File: src/rtl/seg7_pkg.sv
// seg7_pkg -- shared definitions for the multiplexed seven-segment scanner.
//   SEG_OFF      : all segments dark (active-low outputs)
//   GLYPH        : nibble-to-segment table, bit6=A ... bit0=G, active-low
//   slot_cycles  : sysclk cycles per digit slot
package seg7_pkg;

    localparam logic [6:0] SEG_OFF = 7'h7F;

    // Hex glyphs 0..F, segment bit6=A ... bit0=G, a 0 lights the segment.
    localparam logic [6:0] GLYPH [16] = '{
        7'h01, // 0
        7'h4F, // 1
        7'h12, // 2
        7'h06, // 3
        7'h4C, // 4
        7'h24, // 5
        7'h20, // 6
        7'h0F, // 7
        7'h00, // 8
        7'h04, // 9
        7'h08, // A
        7'h60, // b
        7'h31, // C
        7'h42, // d
        7'h30, // E
        7'h38  // F
    };

    function automatic int slot_cycles(input int clk_hz, input int slot_hz);
        return clk_hz / slot_hz;
    endfunction

endpackage

File: src/rtl/seg7_glyph.sv
// seg7_glyph -- combinational hex nibble to seven-segment decode.
//   nibble : input  4  hex value
//   seg    : output 7  active-low segments, bit6=A ... bit0=G
module seg7_glyph
    import seg7_pkg::*;
(
    input  logic [3:0] nibble,
    output logic [6:0] seg
);

    assign seg = GLYPH[nibble];

endmodule

File: src/rtl/seg7_scan.sv
// seg7_scan -- time-multiplexed seven-segment display driver.
//   sysclk      : input  1         system clock, rising edge
//   rst_n       : input  1         asynchronous active-low reset
//   show        : input  4*DIGITS  hex nibbles, digit 0 rightmost
//   dp_in       : input  DIGITS    decimal point request per digit
//   blank_in    : input  DIGITS    force digit dark
//   lzs_en      : input  1         leading-zero suppression enable
//   bright      : input  3         brightness, 0 = 1/8 duty, 7 = full
//   seg         : output 7         active-low segments, bit6=A ... bit0=G
//   dp          : output 1         active-low decimal point
//   an          : output DIGITS    active-low anodes, at most one low
//   frame_start : output 1         pulse in the cycle after a snapshot
// Inputs are captured once per frame so a digit sequence never mixes two
// values. Each slot opens with BLANK_CYC dark cycles during which seg/dp
// switch to the next digit, so a lit digit never shows a segment change.
module seg7_scan
    import seg7_pkg::*;
#(
    parameter int DIGITS    = 4,
    parameter int CLK_HZ    = 100_000_000,
    parameter int SLOT_HZ   = 1000,
    parameter int BLANK_CYC = 64
) (
    input  logic                  sysclk,
    input  logic                  rst_n,
    input  logic [4*DIGITS-1:0]   show,
    input  logic [DIGITS-1:0]     dp_in,
    input  logic [DIGITS-1:0]     blank_in,
    input  logic                  lzs_en,
    input  logic [2:0]            bright,
    output logic [6:0]            seg,
    output logic                  dp,
    output logic [DIGITS-1:0]     an,
    output logic                  frame_start
);

    localparam int SLOT_CYC = slot_cycles(CLK_HZ, SLOT_HZ);
    localparam int SLOT_W   = $clog2(SLOT_CYC);
    localparam int DIG_W    = (DIGITS > 1) ? $clog2(DIGITS) : 1;

    if (DIGITS < 1 || DIGITS > 8) begin : g_bad_digits
        $error("seg7_scan: DIGITS must be 1..8");
    end
    if (SLOT_CYC < BLANK_CYC + 2) begin : g_bad_slot
        $error("seg7_scan: SLOT_CYC must be at least BLANK_CYC+2");
    end

    logic [SLOT_W-1:0]     slot_cnt;
    logic [DIG_W-1:0]      dig_idx;
    logic [2:0]            pwm_cnt;
    logic                  first_clk;

    logic [4*DIGITS-1:0]   show_s;
    logic [DIGITS-1:0]     dp_s;
    logic [DIGITS-1:0]     blank_s;
    logic                  lzs_s;
    logic [2:0]            bright_s;

    logic                  slot_last;
    logic                  dig_last;
    logic                  snap_take;
    logic [SLOT_W-1:0]     slot_nxt;
    logic [DIG_W-1:0]      dig_nxt;

    logic [DIGITS-1:0]     dark_vec;
    logic                  lead;
    logic [3:0]            cur_nib;
    logic                  cur_dp;
    logic                  cur_dark;
    logic [6:0]            cur_seg;
    logic                  lit_win;
    logic [6:0]            seg_nxt;
    logic                  dp_nxt;
    logic [DIGITS-1:0]     an_nxt;

    assign slot_last = (slot_cnt == SLOT_W'(SLOT_CYC - 1));
    assign dig_last  = (dig_idx == DIG_W'(DIGITS - 1));
    // Snapshot on the first clock out of reset and whenever digit index wraps.
    assign snap_take = first_clk | (slot_last & dig_last);
    assign slot_nxt  = slot_last ? '0 : slot_cnt + SLOT_W'(1);
    assign dig_nxt   = !slot_last ? dig_idx : (dig_last ? '0 : dig_idx + DIG_W'(1));

    // Leading-zero chain runs from the leftmost digit down to digit 1; a
    // non-zero nibble or a set decimal point ends the run of suppression.
    always_comb begin
        dark_vec = blank_s;
        lead     = lzs_s;
        for (int i = DIGITS - 1; i >= 1; i--) begin
            lead = lead & (show_s[4*i +: 4] == 4'd0) & ~dp_s[i];
            if (lead) begin
                dark_vec[i] = 1'b1;
            end
        end
    end

    assign lit_win = (slot_cnt >= SLOT_W'(BLANK_CYC)) && (pwm_cnt <= bright_s);

    always_comb begin
        cur_nib  = 4'd0;
        cur_dp   = 1'b0;
        cur_dark = 1'b1;
        for (int i = 0; i < DIGITS; i++) begin
            if (dig_idx == DIG_W'(i)) begin
                cur_nib  = show_s[4*i +: 4];
                cur_dp   = dp_s[i];
                cur_dark = dark_vec[i];
            end
        end
    end

    seg7_glyph u_glyph (
        .nibble (cur_nib),
        .seg    (cur_seg)
    );

    always_comb begin
        seg_nxt = cur_dark ? SEG_OFF : cur_seg;
        dp_nxt  = cur_dark ? 1'b1 : ~cur_dp;
        an_nxt  = '1;
        for (int i = 0; i < DIGITS; i++) begin
            if (dig_idx == DIG_W'(i) && !cur_dark && lit_win) begin
                an_nxt[i] = 1'b0;
            end
        end
    end

    always_ff @(posedge sysclk or negedge rst_n) begin
        if (!rst_n) begin
            slot_cnt    <= '0;
            dig_idx     <= '0;
            pwm_cnt     <= 3'd0;
            first_clk   <= 1'b1;
            show_s      <= '0;
            dp_s        <= '0;
            blank_s     <= '0;
            lzs_s       <= 1'b0;
            bright_s    <= 3'd0;
            seg         <= SEG_OFF;
            dp          <= 1'b1;
            an          <= '1;
            frame_start <= 1'b0;
        end else begin
            first_clk   <= 1'b0;
            slot_cnt    <= slot_nxt;
            dig_idx     <= dig_nxt;
            pwm_cnt     <= pwm_cnt + 3'd1;
            if (snap_take) begin
                show_s   <= show;
                dp_s     <= dp_in;
                blank_s  <= blank_in;
                lzs_s    <= lzs_en;
                bright_s <= bright;
            end
            frame_start <= snap_take;
            seg         <= seg_nxt;
            dp          <= dp_nxt;
            an          <= an_nxt;
        end
    end

endmodule

File: config.mk
export PLATFORM = sky130hd
export DESIGN_NAME = seg7_scan
export DESIGN_NICKNAME = d
export VERILOG_FILES = /design/src/rtl/seg7_pkg.sv /design/src/rtl/seg7_glyph.sv /design/src/rtl/seg7_scan.sv
export SDC_FILE = /design/constraint.sdc
export NUM_CORES = 1
export LEC_CHECK = 0
export BUFFER_PORTS_ARGS = -buffer_cell sky130_fd_sc_hd__buf_2
export CAP_MARGIN = 25
export CORE_MARGIN = 3
export CORE_UTILIZATION = 55
export DETAILED_ROUTE_END_ITERATION = 12
export PLACE_DENSITY = 0.85
export REMOVE_ABC_BUFFERS = 1
export SYNTH_ARGS = -nofsm -noshare
export SYNTH_HDL_FRONTEND = slang
export SYNTH_HIERARCHICAL = 1
export SYNTH_SLANG_ARGS = --single-unit
File: constraint.sdc
create_clock -name sysclk -period 7.1 [get_ports sysclk]
set_input_delay 0.71 -clock sysclk [delete_from_list [all_inputs] [get_ports sysclk]]
set_output_delay 0.71 -clock sysclk [all_outputs]
set_load 0.01 [all_outputs]
# Yosys cells after proc, flatten, opt, wreduce, memory -nomap -nowiden
# Memories as Yosys holds them, arrays and structs flattened.
# Cells that the tools add are included.
dict set report op_classes {
  n_addsub 3
  n_reduce_logical 14
  eq_ne 4
  bitwise_logic 13
  muxes 25
  n_lt_le_gt_ge 3
}
# cell count
set ops {}
lappend ops {{7-bit two-way mux} 3}
lappend ops {{17-bit by 1-bit adder with 17-bit output (second input constant)} 1}
lappend ops {{17-bit == test (second input constant)} 1}
lappend ops {{17-bit by 7-bit >= comparator with 1-bit output (second input constant)} 1}
lappend ops {{17-bit two-way mux} 1}
lappend ops {{1-bit two-way mux} 16}
lappend ops {{4-bit two-way mux} 4}
lappend ops {{4-bit zero test} 3}
lappend ops {{1-bit logical AND} 9}
lappend ops {{1-bit AND} 7}
lappend ops {{5-bit >= comparator (second input constant)} 1}
lappend ops {{4-bit NOT with 5-bit output} 1}
lappend ops {{2-bit == test (second input constant)} 2}
lappend ops {{1-bit NOT} 4}
lappend ops {{3-bit by 1-bit adder with 3-bit output (second input constant)} 1}
lappend ops {{3-bit <= comparator} 1}
lappend ops {{2-bit by 1-bit adder with 2-bit output (second input constant)} 1}
lappend ops {{2-bit by 1-bit == test with 1-bit output (second input constant)} 1}
lappend ops {{2-bit zero test} 1}
lappend ops {{2-bit two-way mux} 1}
lappend ops {{1-bit zero test} 1}
lappend ops {{1-bit OR} 1}
dict set report totals {
  wordCells 76
  romBits 112
  output_inout_bits 13
  regBits 64
  input_bits 30
  memories 1
}
# name words width read_ports rd_ports_with_merged_regs wr line
set mem_list {}
lappend mem_list {{(no name shown)} 16 7 1 0 0 seg7_glyph.sv:11} ;# assign seg = GLYPH[nibble];

# Depth between registers and ports, before layout
# Gate-level depths: netlist of run 1.
dict set report logic_depth {
  depth_word 15
  ltp_mapped 12
  mapped_depth_nobuf 11
}

# By module
# The synthesis of run 1 kept the hierarchy.
# module area_each_um2 seq_area_each_um2 n_inst cells_per_inst
set modules_own_cells {}
lappend modules_own_cells {seg7_scan 2962.8 1617.8 1 247}
lappend modules_own_cells {seg7_glyph 254.0 0.0 1 31}

# Worst setup path after synthesis of run 1
# Ideal clock, no wire load.
dict set report synth_timing {
  kind {reg-to-reg}
  startpoint {reg dig_idx[1]}
  endpoint {reg seg[3]}
  period_less_slack_ns 2.745
  stages_incl_launch_ff 11
  path_buffers 1
  setup_ns 0.106
  t_arrival_ns 2.640
  required_time_ns 6.994
  setup_slack_ns 4.355
  path_cell_list {dfrtp_1 inv_1 ha_1 clkbuf_1 a221oi_1 o31ai_1 inv_1 ha_1 inv_1 mux4_2 nand3b_1}
}
dict set report synth_between {
  elab_chain_len 10
  word_cells_on_any_way 17
  cone_classes {eq/ne (3); mux (11); bitwise (1); reduce/logical (1); memory (1)}
}
# item line
set synth_rtl {}
lappend synth_rtl {{start, declared} seg7_scan.sv:49} ;# logic [DIG_W-1:0] dig_idx;
lappend synth_rtl {{start signal, assigned} seg7_scan.sv:145} ;# dig_idx <= dig_nxt;
lappend synth_rtl {{2-bit zero test} seg7_scan.sv:103} ;# if (dig_idx == DIG_W'(i)) begin
lappend synth_rtl {{4-bit two-way mux (3 in series)} seg7_scan.sv:103}
lappend synth_rtl {{4-bit two-way mux *} seg7_scan.sv:103}
lappend synth_rtl {{net cur_nib[0]} seg7_scan.sv:67} ;# logic [3:0] cur_nib;
lappend synth_rtl {{4-bit NOT with 5-bit output (implied by the code) *} seg7_glyph.sv:11}
lappend synth_rtl {{memory 16 x 7 bit *} --}
lappend synth_rtl {{7-bit two-way mux (implied by the code) * (2 in series)} seg7_glyph.sv:11}
lappend synth_rtl {{net cur_seg[3]} seg7_scan.sv:70} ;# logic [6:0] cur_seg;
lappend synth_rtl {{7-bit two-way mux *} seg7_scan.sv:117} ;# seg_nxt = cur_dark ? SEG_OFF : cur_seg;
lappend synth_rtl {{net seg_nxt[3]} seg7_scan.sv:72} ;# logic [6:0] seg_nxt;
lappend synth_rtl {{end signal, assigned} seg7_scan.sv:155} ;# seg <= seg_nxt;
lappend synth_rtl {{end, declared} seg7_scan.sv:31} ;# output logic [6:0] seg,
# Mark *: on every way through the listed nets, which the timed path passes. The rest lies on a longest branch. The select of a mux whose other input is x is not followed.
# A chain may end at the register's enable or synchronous reset.

# Worst setup path after layout of run 1
# Same ends and word-level chain as after synthesis.

==> flow_summary.ini, run 1 <==
[status]
outcome = completed

[synthesis]
yosys_warnings = 6
seq_area_frac_synth = 0.503
synth.distinct_cells = 49
synth_cells = 278
synth_edf_count = 0
ys_seq_elements = 64
synthArstFlopShare = 1.00
syn_area_mm2 = 0.00322
syn_area_per_cell_um2 = 11.6
ys_dominant_reg_cell = dfrtp_1

[timing]
slew_headroom = 0.420
fin_ws_ps = 4100
max_freq_mhz = 333
final_hold_viol_count = 0
rsz0062_at_grt = false
tns_ps = 0
worst_pin_slew_ps = 869
setup_viol = 0
final_max_slew_viol_count = 0
fin_crit_sh = 0.422
min_period_ps = 3000
fin_skew_ps = 9.02

[pwr]
sw_frac_of_total = 0.230
p_leak_nw = 1.70
peakVddDrop_uv = 154
p_clk_frac = 0.424
p_switching_mw = 0.202
seqPwrFrac = 0.463
p_int_mw = 0.678
combPwrFrac = 0.113
power_density_mw_per_mm2 = 233

[finish]
multi_input_area_mm2 = 0.00150
finalCoreUtilization = 0.677
finalNetCount = 373
drive_gt1_frac = 0.335
n_antenna_cell = 0
fillers = 431
register_area_mm2 = 0.00162
area_growth_pct = 17.3

[grt]
grt_use_met2 = 0.303
antenna_found_initial = 0
grt_overflow = 0
grt_max_degree = 65
grt_first_pass_wirelength_um = 10000
gr-usage-met1 = 0.267
grt.busiest_layer = met2
grt.total_usage = 0.197
grt_pass1_vias = 2128
met3_usage = 0.0390

[floorplan]
fp.dieH_um = 82.5
rows = 27
dieArea_mm2 = 0.00680
fp.dieW_um = 82.5
ios = 43
core_area_mm2 = 0.00557
initial_core_util = 0.577

[clocking]
clkTransAtPathRegs_ps = 70
clock_sinks = 64
hold_buffers = 0
cts_setup_buffers = 0
clkLatencyLatePin_ps = 340
clockBufferDepth = 2
cts_resized = 0
ctsHtreeMaxLevel = 3
ctsRootBufferMaster = clkbuf_8
cts_buffers = 9
cts_tree = done

[run]
maxCapViolations = 0

[route]
viasPerCell = 5.52
remaining_drc_errors = 0
drt_wl_total_um = 6090
drt_pass1_iterations = 4
dr_total_vias = 2225
post_drt_wl_per_cell_um = 15.1
drtAntennaViolNets = 0
drt_iter0_markers = 153

[worst_setup_path]
worst_path_largest_cell_delay_ps = 580
startpoint = dig_idx[1]$_DFFE_PN0N_
r2r_cells = 9
crit_required_ps = 7330
timing.rr.end = seg[3]$_DFF_PN1_
critPathMaxFanout = 13
cp-start-kind = flop
worstSetupEndpoint = seg[3]$_DFF_PN1_
cp_slowest_cell = o31ai_1
worst-path-stages = 9
cp.arrival_ps = 3230
worst-path-buf-inv = 3
reg2reg_slack_ps = 4100
worst_setup_path_end_kind = flop
crit_chain = inv_1 > ha_1 > a221oi_1 > o31ai_1 > inv_1 > ha_1 > inv_1 > mux4_2 > nand3b_1
crit_type = reg2reg
critical_path.top_delay_family = adder cells
worst_path_most_repeated_cell = inv_1
r2r-start = dig_idx[1]$_DFFE_PN0N_

[placement]
io_buffer_count = 42
pre_cts_slack_ps = 4140
place.gp.congestion = 0.915
dpl.hpwl_um = 4410

[hold_path]
min_path_cells = 1
hold_path.class = reg2reg
-- cell families after synthesis --
group | Yosys count | share of synthesized area
multiplexers | 34 | 0.131
adder cells (fa/ha/maj) | 17 | 0.0661
AND/OR/NAND/NOR | 88 | 0.159
AO/OA/AOI/OAI | 34 | 0.0685
other | 1 | 0.00117
buffers and inverters | 27 | 0.0358
XOR/XNOR | 13 | 0.0354
flip-flops | 64 | 0.503
-- synth_stat cells, types with 2 or more instances --
| cell type | n | area share |
|---|---|---|
| a21oi_1 | 5 | 0.0078 |
| a221oi_1 | 3 | 0.0082 |
| a31oi_1 | 3 | 0.0058 |
| and4_1 | 3 | 0.0082 |
| buf_2 | 2 | 0.0031 |
| clkbuf_1 | 4 | 0.0047 |
| dfrtp_1 | 51 | 0.40 |
| dfstp_2 | 13 | 0.11 |
| ha_1 | 17 | 0.066 |
| inv_1 | 18 | 0.021 |
| mux2_2 | 19 | 0.067 |
| mux2_4 | 9 | 0.042 |
| mux2i_1 | 5 | 0.016 |
| nand2_1 | 16 | 0.019 |
| nand2b_1 | 3 | 0.0058 |
| nand3_1 | 8 | 0.012 |
| nand3b_1 | 10 | 0.023 |
| nand4_1 | 6 | 0.012 |
| nor2_1 | 18 | 0.021 |
| nor2b_1 | 5 | 0.0097 |
| o211ai_1 | 2 | 0.0047 |
| o21ai_0 | 11 | 0.017 |
| o31ai_1 | 4 | 0.0093 |
| or3_1 | 3 | 0.0058 |
| or4_1 | 5 | 0.012 |
| xnor2_1 | 5 | 0.014 |
| xor2_1 | 8 | 0.022 |
-- final cells by class --
type / instances / area share
clock buffer: 9 / 0.0328
clock inverter: 7 / 0.0318
timing repair buffer: 45 / 0.0670
tap: 72 / 0.0239
multi-input combinational: 187 / 0.397
sequential: 64 / 0.429
inverter: 19 / 0.0189
-- registers in the layout, indices dropped and copies added (netlist names), 2 cells and up --
signal    count
dig_idx       2
seg           7
blank_s       4
show_s       16
dp_s          4
slot_cnt     17
bright_s      3
pwm_cnt       3
an            4
-- power groups by stage --
stage / clock network, mW / logic [mW] / registers (mW)
after floorplan: 0 / 0.0599 / 0.413
after global placement: 0 / 0.0930 / 0.413
after detailed placement: 0 / 0.0983 / 0.413
after CTS: 0.381 / 0.0985 / 0.407
after global routing: 0.401 / 0.110 / 0.410
final: 0.373 / 0.0993 / 0.408
-- cells in the final DEF (no fill, tap or decap), types with 3 or more instances in the layout --
| master | instances |
|---|---|
| clkbuf_8 | 9 |
| nand2b_1 | 3 |
| a221oi_1 | 3 |
| or4_1 | 5 |
| inv_1 | 18 |
| a21oi_1 | 5 |
| nand3b_1 | 10 |
| o31ai_1 | 4 |
| mux2i_1 | 5 |
| mux2_2 | 19 |
| dfstp_2 | 13 |
| nand4_1 | 6 |
| mux2_4 | 9 |
| nor2b_1 | 5 |
| nor2_1 | 18 |
| nand2_1 | 16 |
| or3_1 | 3 |
| nand3_1 | 8 |
| bufinv_16 | 3 |
| xor2_1 | 8 |
| o21ai_0 | 11 |
| and4_1 | 3 |
| xnor2_1 | 5 |
| ha_1 | 17 |
| dfrtp_1 | 51 |
| buf_2 | 42 |
-- per-layer routing --
metal / wire [um] / vias to the layer above / part of all wire
met5: 0 / - / 0
met4: 125 / 0 / 0.021
met3: 320 / 14 / 0.053
met2: 2940 / 60 / 0.48
met1: 2700 / 1074 / 0.44
li1: - / 1077 / -
-- worst register-to-register path: stages, from the launching register on --
cell	delay, ps
dfrtp_1	410
inv_1	110
ha_1	380
a221oi_1	150
o31ai_1	580
inv_1	240
ha_1	370
inv_1	40
mux4_2	430
nand3b_1	160
-- how the worst min path moves through the flow --
stage                               startpoint                      to  slack (ps)
final                     pwm_cnt[0]$_DFF_PN0_    pwm_cnt[0]$_DFF_PN0_         460
after global placement    pwm_cnt[0]$_DFF_PN0_    pwm_cnt[0]$_DFF_PN0_         430
after CTS                 pwm_cnt[0]$_DFF_PN0_    pwm_cnt[0]$_DFF_PN0_         470
after floorplan                          rst_n  blank_s[0]$_DFFE_PN0P_         410
after global routing      pwm_cnt[0]$_DFF_PN0_    pwm_cnt[0]$_DFF_PN0_         480
after detailed placement  pwm_cnt[0]$_DFF_PN0_    pwm_cnt[0]$_DFF_PN0_         460
-- stage by stage --
| step | power (mW) | hold slack [ps] | cells | cell area (um^2) |
|---|---|---|---|---|
| 3_5_place_dp | 0.512 | 461 | 386 | 3500 |
| 4_1_cts | 0.887 | 472 | 402 | 3750 |
| 5_1_grt | 0.922 | 484 | 403 | 3770 |
| 3_3_place_gp | 0.506 | 431 | 386 | 3500 |
| 2_1_floorplan | 0.472 | 414 | 270 | 3170 |
| 6_report | 0.880 | 458 | 403 | 3770 |
Power figures use the tool's default switching activity.
==> run 2: changes to the inputs <==
--- a/config.mk
+++ b/config.mk
@@ -8,9 +8,9 @@
 export BUFFER_PORTS_ARGS = -buffer_cell sky130_fd_sc_hd__buf_2
 export CAP_MARGIN = 25
 export CORE_MARGIN = 3
-export CORE_UTILIZATION = 55
+export CORE_UTILIZATION = 52
 export DETAILED_ROUTE_END_ITERATION = 12
-export PLACE_DENSITY = 0.85
+export PLACE_DENSITY = 0.84
 export REMOVE_ABC_BUFFERS = 1
 export SYNTH_ARGS = -nofsm -noshare
 export SYNTH_HDL_FRONTEND = slang
==> constraint.sdc (replaced) <==
create_clock -name sysclk -period 2.6 [get_ports sysclk]
set_input_delay 0.26 -clock sysclk [delete_from_list [all_inputs] [get_ports sysclk]]
set_output_delay 0.26 -clock sysclk [all_outputs]
set_load 0.01 [all_outputs]
==> run 2 against run 1 <==
Design area grew 2.5%; combinational power grew to 2.9 times the previous value; sequential cell count is the same; total power grew to 2.8 times the previous value; register-to-register slack lost 4000 ps; via count grew 3.2%; final cell count grew 2.0%.
==> flow_summary.ini, run 2 (synthesis gave the netlist of run 1 again) <==
[pwr]
p_total_mw = 2.46
power_density_mw_per_mm2 = 636
peakVddDrop_uv = 415
p_leak_nw = 1.75

[finish]
largest_reg_flops = 17
fin_area_mm2 = 0.00387
layoutNonFillerInstCount = 411
area_growth_pct = 20.3
n_antenna_cell = 0
drive_gt1_frac = 0.372
reg.largest.list = slot_cnt x17, show_s x16, seg x7
final_cell_mix = 51 x dfrtp_1, 42 x buf_2, 19 x mux2_2
top_register = slot_cnt
final_common_cell = dfrtp_1
fillers = 456
finalNetCount = 378
finalCoreUtilization = 0.650

[grt]
antenna_found_initial = 0
grt_first_pass_wirelength_um = 10800
grt_pass1_vias = 2256
grt_max_degree = 39
grt.total_usage = 0.190
grt_overflow = 0

[placement]
dpl.hpwl_um = 4450
pre_cts_slack_ps = -15.3
place.gp.congestion = 0.840
io_buffer_count = 42
dpl_cell_area_mm2 = 0.00355
dp.cells = 393

[clocking]
clkLatencyLatePin_ps = 350
ctsHtreeMaxLevel = 3
cts_tree = done
ctsRootBufferMaster = clkbuf_8
clkTransAtPathRegs_ps = 70
clock_sinks = 64
cts_setup_buffers = 0
clockBufferDepth = 2
cts_buffers = 9

[status]
outcome = completed

[route]
viasPerCell = 5.59
drt_pass1_iterations = 6
post_drt_wl_per_cell_um = 15.6
dr_total_vias = 2296
drt_iter0_markers = 122
remaining_drc_errors = 0
drtAntennaViolNets = 0
drt_wl_total_um = 6420

[worst_setup_path]
worst_setup_path_end_kind = flop
critPathMaxFanout = 13
cp.arrival_ps = 2770
crit_type = reg2reg
cp-start-kind = flop
crit_required_ps = 2850

[timing]
max_freq_mhz = 398
final_hold_viol_count = 0
setup_viol = 0
tns_ps = 0
fin_ws_ps = 87.1
min_period_ps = 2510
slew_headroom = 0.603
fin_crit_sh = 0.966
fin_skew_ps = 5.68
worst_pin_slew_ps = 596
hold_slack_ps = 138
final_max_slew_viol_count = 0

[hold_path]
hold_path.class = in2reg

[floorplan]
ios = 43
initial_core_util = 0.540
fp.dieW_um = 84.7
rows = 28
core_area_mm2 = 0.00596
dieArea_mm2 = 0.00717
fp.dieH_um = 84.7

[run]
maxCapViolations = 0
run 2: cell types whose count changed in the layout (fill, tap and decap cells not counted), sizes merged:
cell,previous run,this run
dlygate4sd3,0,1
buf,45,49
clkinv,3,1
clkbuf,9,11
run 2: cell type report:
| cell class | instances | area, um^2 | area share |
|---|---|---|---|
| flip-flops and latches | 64 | 1620 | 0.418 |
| multi-input cells | 187 | 1540 | 0.397 |
| repair buffers | 50 | 298 | 0.0769 |
| clock buffers | 11 | 151 | 0.0391 |
| clock inverters | 5 | 103 | 0.0265 |
| well taps | 75 | 93.8 | 0.0242 |
| inverters | 19 | 71.3 | 0.0184 |
run 2: worst paths after layout:
| check | start | endpoint | slack, ps | cells past startpoint |
|---|---|---|---|---|
| setup / recovery | dig_idx[1]$_DFFE_PN0N_ | seg[3]$_DFF_PN1_ | 90 | 9 |
| min in group asynchronous | rst_n | show_s[13]$_DFFE_PN0P_ | 450 | 2 |
| hold reg to reg | pwm_cnt[0]$_DFF_PN0_ | pwm_cnt[0]$_DFF_PN0_ | 450 | 1 |
| hold / removal | show[11] | show_s[11]$_DFFE_PN0P_ | 140 | 2 |
| setup reg to reg | dig_idx[1]$_DFFE_PN0N_ | seg[3]$_DFF_PN1_ | 90 | 9 |
| max in group asynchronous | rst_n | dp$_DFF_PN1_ | 1480 | 3 |
run 2: timing repair:
item                                    in CTS  in global routing
resized for setup                            1                  9
hold endpoints to repair                    16                  0
hold buffers                                 1                  0
endpoints found under the setup margin       1                  7
run 2: power by group:
group | switching [mW] | internal (mW) | leakage [nW]
combinational | 0.137 | 0.150 | 0.858
sequential | 0.0379 | 1.07 | 0.764
clock | 0.375 | 0.687 | 0.126
run 2: metal layers:
| metal | GRT usage | vias to the layer above | routed length [um] |
|---|---|---|---|
| met5 | 0 | - | 0 |
| met4 | 0.0504 | 0 | 102 |
| met3 | 0.0658 | 13 | 441 |
| met2 | 0.290 | 79 | 3160 |
| met1 | 0.261 | 1115 | 2720 |
| li1 | - | 1089 | - |
run 2: worst max-delay path: stages (launching register included):
cell      delay, ps
dfrtp_1         410
inv_1           100
ha_2            330
nor2b_1         100
a221oi_2        320
o31ai_2         110
buf_4           170
ha_1            250
mux4_2          460
nand3b_1        160
